[src/rtl/barrett_pkg.sv]
// Shared constants and elaboration-time helpers for the Barrett reducers.
package barrett_pkg;

  localparam int Q_DEFAULT = 383;
  localparam int K_DEFAULT = 9;

  // Smallest r with 2^r >= v; used to confirm K matches the modulus width.
  function automatic int clog2(input longint v);
    int     r;
    longint x;
    r = 0;
    x = 1;
    while (x < v) begin
      x = x << 1;
      r = r + 1;
    end
    return r;
  endfunction

  // Barrett constant floor(2^(2k) / q).
  function automatic longint barrett_mu(input longint q, input int k);
    return (longint'(1) << (2 * k)) / q;
  endfunction

endpackage

[src/rtl/barrett_cond_sub.sv]
// Two-step conditional subtract: maps x in [0, 3Q) to x mod Q.
// Purely combinational so modular adders can reuse it as a final fold.
module barrett_cond_sub
  #(parameter int Q = 383,
    parameter int W = 11)
  (input  logic [W-1:0] x,
   output logic [W-1:0] y);

  localparam logic [W-1:0] Q1 = W'(Q);
  localparam logic [W-1:0] Q2 = W'(2 * Q);

  // Subtract 2Q or Q depending on which range x falls in.
  always_comb begin
    y = x;
    if (x >= Q2) begin
      y = x - Q2;
    end else if (x >= Q1) begin
      y = x - Q1;
    end
  end

endmodule

[src/rtl/barrett_reduce_pipe.sv]
// Three-stage pipelined Barrett reducer: dout_r = din_a mod Q, fully reduced.
//
// Handshake: a beat is taken on a rising edge when in_valid && in_ready and
// handed off when out_valid && out_ready. The whole pipe shares one enable,
// advance = !(out_valid && !out_ready); in_ready is that enable, so a stalled
// output freezes every stage (bubbles are not squeezed) and a consume and an
// accept can happen on the same edge.
module barrett_reduce_pipe
  import barrett_pkg::*;
  #(parameter int Q     = Q_DEFAULT,
    parameter int K     = K_DEFAULT,
    parameter int TAG_W = 4)
  (input  logic             clk,
   input  logic             rst_n,
   input  logic             in_valid,
   output logic             in_ready,
   input  logic [2*K-1:0]   din_a,
   input  logic [TAG_W-1:0] in_tag,
   output logic             out_valid,
   input  logic             out_ready,
   output logic [K-1:0]     dout_r,
   output logic [TAG_W-1:0] out_tag);

  localparam longint       MU_L = barrett_mu(Q, K);
  localparam logic [K:0]   MU   = (K+1)'(MU_L);
  localparam logic [K+1:0] Q_X  = (K+2)'(Q);

  if (K != clog2(Q)) begin : g_k_check
    $error("barrett_reduce_pipe: K must equal clog2(Q)");
  end
  if ((Q & (Q - 1)) == 0) begin : g_q_check
    $error("barrett_reduce_pipe: Q must not be a power of two");
  end

  logic advance;

  // S1 state. Only the low K+2 bits of the operand are kept: r < 3Q < 2^(K+2),
  // so a - t*Q is exact modulo 2^(K+2).
  logic             s1_valid;
  logic [K:0]       s1_t;
  logic [K+1:0]     s1_a;
  logic [TAG_W-1:0] s1_tag;

  logic             s2_valid;
  logic [K+1:0]     s2_r;
  logic [TAG_W-1:0] s2_tag;

  logic [2*K:0]     prod;
  logic [K:0]       t_next;
  logic [K+1:0]     tq_lo;
  logic [K+1:0]     r_next;
  logic [K+1:0]     red;

  assign advance  = !(out_valid && !out_ready);
  assign in_ready = advance;

  // Quotient estimate t = ((a >> K) * MU) >> K on the full-width product.
  always_comb begin
    prod   = {{(K+1){1'b0}}, din_a[2*K-1:K]} * {{K{1'b0}}, MU};
    t_next = (K+1)'(prod >> K);
  end

  // Remainder estimate r = a - t*Q, kept in K+2 bits.
  always_comb begin
    tq_lo  = {1'b0, s1_t} * Q_X;
    r_next = s1_a - tq_lo;
  end

  barrett_cond_sub #(.Q(Q), .W(K+2)) u_cond_sub (
    .x (s2_r),
    .y (red)
  );

  // Stage 1: capture quotient estimate, low operand bits and tag.
  always_ff @(posedge clk or negedge rst_n) begin
    if (!rst_n) begin
      s1_valid <= 1'b0;
      s1_t     <= '0;
      s1_a     <= '0;
      s1_tag   <= '0;
    end else if (advance) begin
      s1_valid <= in_valid;
      s1_t     <= t_next;
      s1_a     <= din_a[K+1:0];
      s1_tag   <= in_tag;
    end
  end

  // Stage 2: capture the partially reduced remainder.
  always_ff @(posedge clk or negedge rst_n) begin
    if (!rst_n) begin
      s2_valid <= 1'b0;
      s2_r     <= '0;
      s2_tag   <= '0;
    end else if (advance) begin
      s2_valid <= s1_valid;
      s2_r     <= r_next;
      s2_tag   <= s1_tag;
    end
  end

  // Stage 3: capture the fully reduced result; holds while stalled.
  always_ff @(posedge clk or negedge rst_n) begin
    if (!rst_n) begin
      out_valid <= 1'b0;
      dout_r    <= '0;
      out_tag   <= '0;
    end else if (advance) begin
      out_valid <= s2_valid;
      dout_r    <= K'(red);
      out_tag   <= s2_tag;
    end
  end

endmodule

[config.mk]
export PLATFORM = sky130hd
export DESIGN_NAME = barrett_reduce_pipe
export DESIGN_NICKNAME = d
export VERILOG_FILES = /design/src/rtl/barrett_pkg.sv /design/src/rtl/barrett_cond_sub.sv /design/src/rtl/barrett_reduce_pipe.sv
export SDC_FILE = /design/constraint.sdc
export NUM_CORES = 1
export LEC_CHECK = 0
export ABC_AREA = 1
export CAP_MARGIN = 20
export CORE_UTILIZATION = 60
export CTS_CLUSTER_SIZE = 8
export DETAILED_ROUTE_END_ITERATION = 7
export PLACE_DENSITY = 0.86
export SYNTH_ARGS = -nofsm -noshare
export SYNTH_HDL_FRONTEND = slang
export SYNTH_HIERARCHICAL = 1
export SYNTH_SLANG_ARGS = --single-unit
[constraint.sdc]
create_clock -name clk -period 9.1 [get_ports clk]
set_input_delay 1.82 -clock clk [delete_from_list [all_inputs] [get_ports clk]]
set_output_delay 1.82 -clock clk [all_outputs]
set_load 0.03 [all_outputs]
[Word-level counts from Yosys, hierarchy flattened]
Cells that the tools add are included.
W data, S select, Z words.
Word-level totals
  input port bits: 26
  register bits: 56
  logic and storage cells: 22
Operators by class
  mux-type cells: 2
  $mul: 2
  reductions and logical operators: 3
  magnitude comparators: 2
  add/sub/neg operators: 3
Operators with widths (count)
  $mux W9: 2
  $mul A9 B8 Y17 const B: 1
  $ge A11 B10 Y1 const B: 1
  $ge A11 B9 Y1 const B: 1
  $mul A10 B9 Y11 const B: 1
  $sub A11 B11 Y11: 1
  $sub A9 B8 Y9 const B: 1
  $sub A9 B9 Y9 const B: 1
  $logic_not A1 Y1: 2
  $logic_and A1 B1 Y1: 1

[Depth between registers and ports, before layout]
Gate-level depths: netlist of run 1.
  depth in word-level cells: 3
  gate-level depth with buffers: 21
  depth with buffers taken out: 21

[By module]
The synthesis of run 1 kept the hierarchy.
Modules (own cells, without submodules)
  barrett_reduce_pipe: cells each 683, area each 5381.4 um^2, instances 1
  barrett_cond_sub: cells each 150, area each 723.2 um^2, instances 1

[Worst setup path before layout of run 1]
OpenSTA, ideal clock, no wires.
  path kind: input -> register
  from: input port din_a[10]
  to: register s1_t[7]
  path slack: 4.233 ns
  arrival: 4.743 ns
  library setup time: 0.124 ns
  data required time: 8.976 ns
  stages on the path: 14
  buffers on the path: 0
  cell sequence: ha_1 fa_1 inv_1 fa_1 fa_1 inv_1 ha_1 nand2_1 nor4_1 nand2_1 nand2_1 nand2_1 nand3_1 o21ai_2
Between the ends
  word-level cells in the longest chain between the ends: 1
Ends and longest elaborated chain
  start: declaration: RTL line barrett_reduce_pipe.sv:17  | input logic [2*K-1:0] din_a,
  $mul A9 B8 Y17: RTL line barrett_reduce_pipe.sv:59  | prod = {{(K+1){1'b0}}, din_a[2*K-1:K]} * {{K{1'b0}}, MU};
  end signal: assignment: RTL line barrett_reduce_pipe.sv:83  | s1_t <= t_next;
  end: declaration: RTL line barrett_reduce_pipe.sv:40  | logic [K:0] s1_t;
Every way passes these cells.
A chain may end at the register's enable or synchronous reset.

[Worst setup path after layout of run 1]
  from: input port din_a[10]
  to: register s1_t[8]
The elaborated chain is that of the path after synthesis.

==> impl_metrics.tcl, run 1 <==
set metrics [dict create \
    status "finished, final reports clean" \
    antenna_left 0 \
    fp-row-count 36 \
    vias_per_cell 5.10 \
    setup_slack_ns 3.75 \
    synthCells 815 \
    crit_family "adder cells" \
    drive_gt1_frac 0.0376 \
    final.min_clock_period_ns 5.35 \
    path_cells "clkdlybuf4s50_1 -> ha_1 -> fa_1 -> inv_1 -> fa_1 -> fa_1 -> inv_1 -> ha_1 -> a21oi_1 -> o21ai_0 -> a21oi_1 -> nand3_1 -> nand3_1 -> o21ai_1" \
    cts_tree "built" \
    slowest_delay_ns 0.55 \
    crit_type "in -> reg" \
    initial_core_util 0.619 \
    clk-insertion-delay-late_ns 0.32 \
    end_kind "flop" \
    worstMarginPinSlew_ns 0.726 \
    io_buffers 40 \
    cts_root_buffer "clkbuf_8" \
    hold_path_depth 2 \
    routabilityCongestion 0.967 \
    antenna_found_initial 0 \
    vias 5014 \
    io_pins 41 \
    slew-limit-headroom 0.516 \
    fmaxAchievable_mhz 187 \
    drcViolationCount 0 \
    drv_cap 0 \
    setup_viol 0 \
    hold_buffers 0 \
    r2r_end "s2_r[10]$_DFFE_PN0N_" \
    final_max_slew_viol_count 0 \
    ff2ff_setup_slack_ns 4.22 \
    critPathRequiredTime_ns 9.29 \
    die-width_um 102 \
    core_um2 9730 \
    clk_pin_slew_ns 0.11 \
    final_cell_mix "nand2_1 (257), inv_1 (164), ha_1 (76)" \
    dr.pass1.iters 4 \
    min_to "out_valid$_DFFE_PN0N_" \
    n_fill_cell 823 \
    fin_skew_ns 0.0141 \
    syn_nets 962 \
    ys_warn_count 6 \
    first_global_vias 4967 \
    overflow 0 \
    final_nets 997 \
    n_antenna_cell 0 \
    postCtsSetupRepairBufs 0 \
    cp.arrival_ns 5.54 \
    grt_max_degree 73 \
    post_drt_wl_per_cell_um 12.6 \
    fp.dieArea_um2 10400 \
    cts-htree-levels 2 \
    worstHoldPathType "reg -> reg" \
    rsz0062_at_grt "false" \
    grt_first_pass_wirelength_um 21800 \
    hold_viol 0 \
    finalSetupTns_ns 0 \
    cp_max_fo 6 \
    routed_wl_um 12400 \
    hpwl_um 9910 \
    layout_commonest_cell "nand2_1" \
    hold_path_startpoint "s2_valid$_DFFE_PN0N_" \
    ff2ff_path_depth 18 \
    syn_avg_cell_area_um2 7.38 \
    cts_sinks 56 \
    cts_resized 0 \
    syn-cell-area_um2 6020 \
    die_h_um 102 \
    setup.worst_path.start_class "input pin" \
    cts.path.max_buffers 2 \
    critPathBufInv 3 \
    r2r-start "s1_t[4]$_DFFE_PN0N_" \
    drt-initial-drc-count 194 \
    dp_slack_ns 3.40 \
    period_share 0.588 \
    numCtsBuffers 5 \
    cpMostUsedCell "fa_1" \
    grt_usage 0.265 \
    syn_to_final_growth_pct 10.2 \
    cp_slowest_cell "fa_1" \
]
==> area by class of cell <==
| class | count | area [µm²] | area share |
|---|---|---|---|
| Timing Repair Buffer | 43 | 418 | 0.0630 |
| Multi-Input combinational cell | 577 | 3910 | 0.589 |
| Inverter | 167 | 627 | 0.0945 |
| Sequential cell | 56 | 1400 | 0.211 |
| Clock inverter | 2 | 38.8 | 0.00585 |
| Tap cell | 133 | 166 | 0.0251 |
| Clock buffer | 6 | 72.6 | 0.0109 |
==> worst min-delay path, delay by kind of cell (launching register included) <==
kind,cells,cell delay [ns]
flops,1,0.34
buf+inv,1,0.05
simple gates,1,0.05
==> worst max-delay path by stage <==
stage | startpoint | end | cells after the start
after floorplan | din_a[10] | s1_t[7]$_DFFE_PN0N_ | 14
after global placement | din_a[10] | s1_t[8]$_DFFE_PN0N_ | 14
after detailed placement | din_a[10] | s1_t[8]$_DFFE_PN0N_ | 14
after CTS | din_a[10] | s1_t[8]$_DFFE_PN0N_ | 14
after global routing | din_a[13] | s1_t[8]$_DFFE_PN0N_ | 15
final | din_a[10] | s1_t[8]$_DFFE_PN0N_ | 14
==> registers in the layout (all words and copies together), names as in the netlist <==
signal and count:
dout_r 9, out_tag 4, out_valid 1, s1_a 11, s1_t 10, s1_tag 4, s1_valid 1, s2_r 11
s2_tag 4, s2_valid 1
==> routing by layer <==
metal  vias up  global-route usage  routed length, µm
met4         0              0.0758                216
met2        81               0.474               6300
met1      2331               0.334               5510
li1       2578                   -                  -
met3        24              0.0349                346
met5         -                   0                  0
==> per-stage QoR <==
step,cells,utilization,instance area [µm²],hold slack (ns)
final,984,0.682,6630,0.473
after global placement,976,0.670,6520,0.431
after floorplan,815,-,6020,0.420
after detailed placement,976,0.670,6520,0.453
after CTS,984,0.682,6630,0.479
after global routing,984,0.682,6630,0.506
Power of run 1 is not shown: default switching activity piles up to over one toggle a cycle in this logic, so the estimate is an artifact.
==> inputs of run 2 (changes only) <==
- clock period: 9.1 -> 5.05 ns (I/O delays scaled with it)
==> impl_metrics.tcl, run 2 (synthesis results as in run 1) <==
set metrics [dict create \
    status "finished, final reports clean" \
    worstSetupPathDepth 19 \
    ff2ff_setup_slack_ns 0.36 \
    startpoint "s1_t[5]$_DFFE_PN0N_" \
    crit_type "reg -> reg" \
    period_share 0.928 \
    cts_resized 0 \
    cp_max_fo 4 \
    clk-insertion-delay-late_ns 0.31 \
    critPathBufInv 6 \
    vias_per_cell 5.09 \
    hpwl_um 9980 \
    cp.arrival_ns 4.90 \
    cts-htree-levels 2 \
    end_kind "flop" \
    hold_viol 0 \
    hold_buffers 0 \
    routed_wl_um 12300 \
    numCtsBuffers 5 \
    antenna_left 0 \
    hold_path_depth 2 \
    drive_gt1_frac 0.0399 \
    die_h_um 102 \
    multi_input_area_um2 3910 \
    cts_sinks 56 \
    cts.path.max_buffers 2 \
    slowest_delay_ns 0.57 \
    drv_cap 0 \
    hold_path_startpoint "s2_valid$_DFFE_PN0N_" \
    vias 5020 \
    final_max_slew_viol_count 0 \
    dr.pass1.iters 5 \
    drt-initial-drc-count 217 \
    path_cells "inv_1 -> fa_1 -> inv_1 -> fa_1 -> inv_1 -> fa_1 -> fa_1 -> inv_1 -> fa_1 -> inv_1 -> ha_1 -> inv_1 -> o21bai_1 -> a21boi_0 -> nand2_1 -> nor2_1 -> nand3_1 -> nand3_1 -> nand2_1" \
    final.min_clock_period_ns 4.69 \
    drcViolationCount 0 \
    overflow 0 \
    clk_pin_slew_ns 0.11 \
    fmaxAchievable_mhz 213 \
    grt_first_pass_wirelength_um 21100 \
    layout_commonest_cell "nand2_1" \
    first_global_vias 4719 \
    final_nets 999 \
    io_buffers 40 \
    fp-row-count 36 \
    fp.dieArea_um2 10400 \
    postCtsSetupRepairBufs 0 \
    largestRegisters "s1_a (11), s2_r (11), s1_t (10)" \
    setup_viol 0 \
    syn_to_final_growth_pct 10.0 \
    r2r_end "s2_r[10]$_DFFE_PN0N_" \
    die-width_um 102 \
    grt_max_degree 73 \
    ff2ff_path_depth 19 \
    finalSetupTns_ns 0 \
    post_drt_wl_per_cell_um 12.4 \
    core_um2 9730 \
    grt_usage 0.255 \
    r2r-start "s1_t[5]$_DFFE_PN0N_" \
    crit_family "adder cells" \
    regArea_um2 1400 \
    n_antenna_cell 0 \
    cp-endpoint "s2_r[10]$_DFFE_PN0N_" \
    cpMostUsedCell "inv_1" \
    antenna_found_initial 0 \
    slew-limit-headroom 0.519 \
    initial_core_util 0.619 \
    critPathRequiredTime_ns 5.26 \
    final_cell_mix "nand2_1 (257), inv_1 (164), ha_1 (76)" \
    routabilityCongestion 0.954 \
    worstMarginPinSlew_ns 0.722 \
    setup.worst_path.start_class "flop" \
    worstHoldPathType "reg -> reg" \
    rsz0062_at_grt "false" \
    cts_root_buffer "clkbuf_8" \
    n_fill_cell 856 \
    cp_slowest_cell "fa_1" \
    cts_tree "built" \
    io_pins 41 \
    fin_skew_ns 0.00538 \
]
==> run 2: layout make-up <==
type / instances / share of cell area
multi-input cells: 577 / 0.590
flip-flops and latches: 56 / 0.212
inverters: 167 / 0.0947
repair buffers: 45 / 0.0654
well taps: 133 / 0.0251
clock buffers: 6 / 0.0110
clock inverters: 2 / 0.00208
==> run 2: tightest hold or removal path, stage by stage, from the launching register on <==
cell and delay (ns):
dfrtp_1 0.33, inv_1 0.05, nand2_1 0.06
==> run 2: per-layer routing <==
layer | up-vias | GRT usage | share of wire
met1 | 2330 | 0.342 | 0.45
met3 | 14 | 0.0185 | 0.030
met5 | - | 0 | 0
li1 | 2586 | - | -
met2 | 90 | 0.455 | 0.50
met4 | 0 | 0.0549 | 0.013
==> run 2: worst min-delay path by stage <==
stage,end,slack [ns]
final,out_valid$_DFFE_PN0N_,0.46
after global routing,out_valid$_DFFE_PN0N_,0.49
after CTS,out_valid$_DFFE_PN0N_,0.47
after detailed placement,out_valid$_DFFE_PN0N_,0.44
after global placement,out_valid$_DFFE_PN0N_,0.44
after floorplan,out_valid$_DFFE_PN0N_,0.42
==> run 2: metrics by stage <==
stage / util / hold slack, ns / worst slack, ns / cells / area, µm²
after global placement: 0.672 / 0.444 / 0.288 / 978 / 6540
after floorplan: - / 0.420 / 0.721 / 815 / 6020
final: 0.681 / 0.465 / 0.363 / 986 / 6620
after CTS: 0.681 / 0.465 / 0.367 / 986 / 6620
after detailed placement: 0.672 / 0.440 / 0.171 / 978 / 6540
after global routing: 0.681 / 0.491 / 0.0342 / 986 / 6620
Power of run 2 is left out for the same reason.
==> inputs of run 3 (changes only) <==
- SYNTH_HIERARCHICAL: 1 -> not set
==> impl_metrics.tcl, run 3 <==
set metrics [dict create \
    routed_wl_um 12700 \
    syn-cell-area_um2 5970 \
    hpwl_um 10300 \
    yosys-top-cells-count "nand2_1 (234), inv_1 (154), ha_1 (73)" \
    final_cell_mix "nand2_1 (234), inv_1 (153), ha_1 (73)" \
    grt_usage 0.263 \
    ff2ff_setup_slack_ns 0.42 \
    cp_slowest_cell "fa_1" \
    hold_buffers 0 \
    cts_resized 0 \
    cts_sinks 56 \
    antenna_found_initial 0 \
    io_buffers 40 \
    grt_first_pass_wirelength_um 21300 \
    drt-initial-drc-count 209 \
    path_cells "inv_1 -> fa_1 -> inv_1 -> fa_1 -> fa_1 -> inv_1 -> fa_1 -> inv_1 -> fa_1 -> inv_1 -> ha_1 -> nand2_1 -> nor2_1 -> and3_1 -> nor2_1 -> nand3_1 -> nand3_1 -> nand2_1" \
    grt_busiest_layer "met2" \
    n_fill_cell 820 \
    ff2ff_path_depth 18 \
    antenna_left 0 \
    fmaxAchievable_mhz 216 \
    largestRegisters "s1_a (11), s2_r (11), s1_t (10)" \
    hold_path_depth 2 \
    post_drt_wl_per_cell_um 13.3 \
    vias_per_cell 5.18 \
    layout_commonest_cell "nand2_1" \
    worstMarginPinSlew_ns 0.692 \
    post-synth-top-area-cell "dfrtp_1" \
    synth_top_area_frac 0.235 \
    synth_area_leaders "dfrtp_1 (23%), ha_1 (15%), fa_1 (15%)" \
    drive_gt1_frac 0.0501 \
    routabilityCongestion 0.888 \
    drv_cap 0 \
    syn_to_final_growth_pct 10.0 \
    ys_ff_latch 56 \
    grtUsageMet2 0.473 \
    hold_viol 0 \
    cp.arrival_ns 4.86 \
    synth_cell_types 40 \
    dr.pass1.iters 4 \
    end_kind "flop" \
    syn_avg_cell_area_um2 7.64 \
    min_to "out_valid$_DFFE_PN0N_" \
    die-width_um 102 \
    drcViolationCount 0 \
    period_share 0.917 \
    clk-insertion-delay-late_ns 0.33 \
    synth_edf_count 0 \
    io_pins 41 \
    met3_usage 0.0283 \
    core_um2 9680 \
    worstHoldPathType "reg -> reg" \
    first_global_vias 4767 \
    grt_max_degree 75 \
    status "finished, final reports clean" \
    synth_most_common_cell "nand2_1" \
    critPathBufInv 5 \
    final_nets 961 \
    fin_skew_ns 0.00527 \
    crit_type "reg -> reg" \
    die_h_um 102 \
    synthCells 781 \
    n_antenna_cell 0 \
    final.min_clock_period_ns 4.63 \
    final_max_slew_viol_count 0 \
    worstSetupPathDepth 18 \
    cts-htree-levels 2 \
    numCtsBuffers 5 \
    overflow 0 \
    rsz0062_at_grt "false" \
    fp.dieArea_um2 10400 \
    cts_tree "built" \
    setup_viol 0 \
    setup.worst_path.start_class "flop" \
    async_reset_ff_frac 1.00 \
    use_met1 0.335 \
    hold_path_startpoint "s2_valid$_DFFE_PN0N_" \
    postCtsSetupRepairBufs 0 \
    vias 4929 \
    r2r_end "s2_r[10]$_DFFE_PN0N_" \
    cts_root_buffer "clkbuf_8" \
    ys_seq_area_frac 0.235 \
    slew-limit-headroom 0.539 \
    finalSetupTns_ns 0 \
    crit_family "adder cells" \
    cp_max_fo 4 \
    initial_core_util 0.616 \
    cts.path.max_buffers 2 \
    ys_warn_count 0 \
    synthFlopType "dfrtp_1" \
    fp-row-count 36 \
    r2r-start "s1_t[4]$_DFFE_PN0N_" \
    syn_nets 925 \
    slowest_delay_ns 0.56 \
    clk_pin_slew_ns 0.11 \
    critPathRequiredTime_ns 5.28 \
]
run 3: cell types whose count changed in the layout (fill, tap and decap cells not counted), moves of 4 or more:
cell	delta
nand3_1	-7
nand4_1	+8
inv_1	-11
xor2_1	+6
nor2_1	-12
nand2_1	-23
o21ai_0	+4
nand3_2	-4
run 3: layout make-up:
class | instances | area [µm²] | share of cell area
tap | 133 | 166 | 0.0253
timing repair buffer | 43 | 418 | 0.0636
multi-input combinational | 552 | 3890 | 0.592
sequential | 56 | 1400 | 0.213
inverter | 159 | 597 | 0.0909
clock buffer | 5 | 68.8 | 0.0105
clock inverter | 3 | 25.0 | 0.00381
run 3: cell families (layout without fill, tap and decap cells):
| kind of cell | after synthesis | in the layout | synth area share |
|---|---|---|---|
| AND/OR/NAND/NOR | 350 | 350 | 0.261 |
| buffers and inverters | 173 | 210 | 0.114 |
| adder cells (fa/ha/maj) | 118 | 118 | 0.304 |
| AO/OA/AOI/OAI | 65 | 65 | 0.0585 |
| flip-flops | 56 | 56 | 0.235 |
| XOR/XNOR | 19 | 19 | 0.0279 |
run 3: worst reg2reg max path, stage by stage, from the launching register on:
cell	delay, ns
dfrtp_1	0.42
inv_1	0.16
fa_1	0.56
inv_1	0.09
fa_1	0.53
fa_1	0.55
inv_1	0.06
fa_1	0.53
inv_1	0.06
fa_1	0.50
inv_1	0.04
ha_1	0.34
nand2_1	0.10
nor2_1	0.05
and3_1	0.16
nor2_1	0.15
nand3_1	0.09
nand3_1	0.10
nand2_1	0.06
run 3: worst max-delay path by stage:
stage,start,endpoint,slack (ns)
after global routing,s1_t[4]$_DFFE_PN0N_,s2_r[10]$_DFFE_PN0N_,0.16
after floorplan,s1_t[4]$_DFFE_PN0N_,s2_r[10]$_DFFE_PN0N_,0.80
after global placement,din_a[13],s1_t[5]$_DFFE_PN0N_,0.27
after CTS,s1_t[4]$_DFFE_PN0N_,s2_r[10]$_DFFE_PN0N_,0.39
after detailed placement,din_a[13],s1_t[5]$_DFFE_PN0N_,0.09
final,s1_t[4]$_DFFE_PN0N_,s2_r[10]$_DFFE_PN0N_,0.42
run 3: through the flow:
stage	cells	utilization	hold WS (ns)	area (µm²)	setup slack, ns
5_1_grt	951	0.678	0.505	6570	0.164
6_report	951	0.678	0.460	6570	0.417
2_1_floorplan	781	-	0.420	5970	0.797
4_1_cts	951	0.678	0.461	6570	0.391
3_3_place_gp	943	0.668	0.432	6470	0.268
3_5_place_dp	943	0.668	0.433	6470	0.0890
run 3: routing by layer:
metal  share of wire  vias up
li1                -     2488
met2            0.51       80
met4           0.022        0
met1            0.44     2340
met5               0        -
met3           0.028       21
Power of run 3 is left out for the same reason.
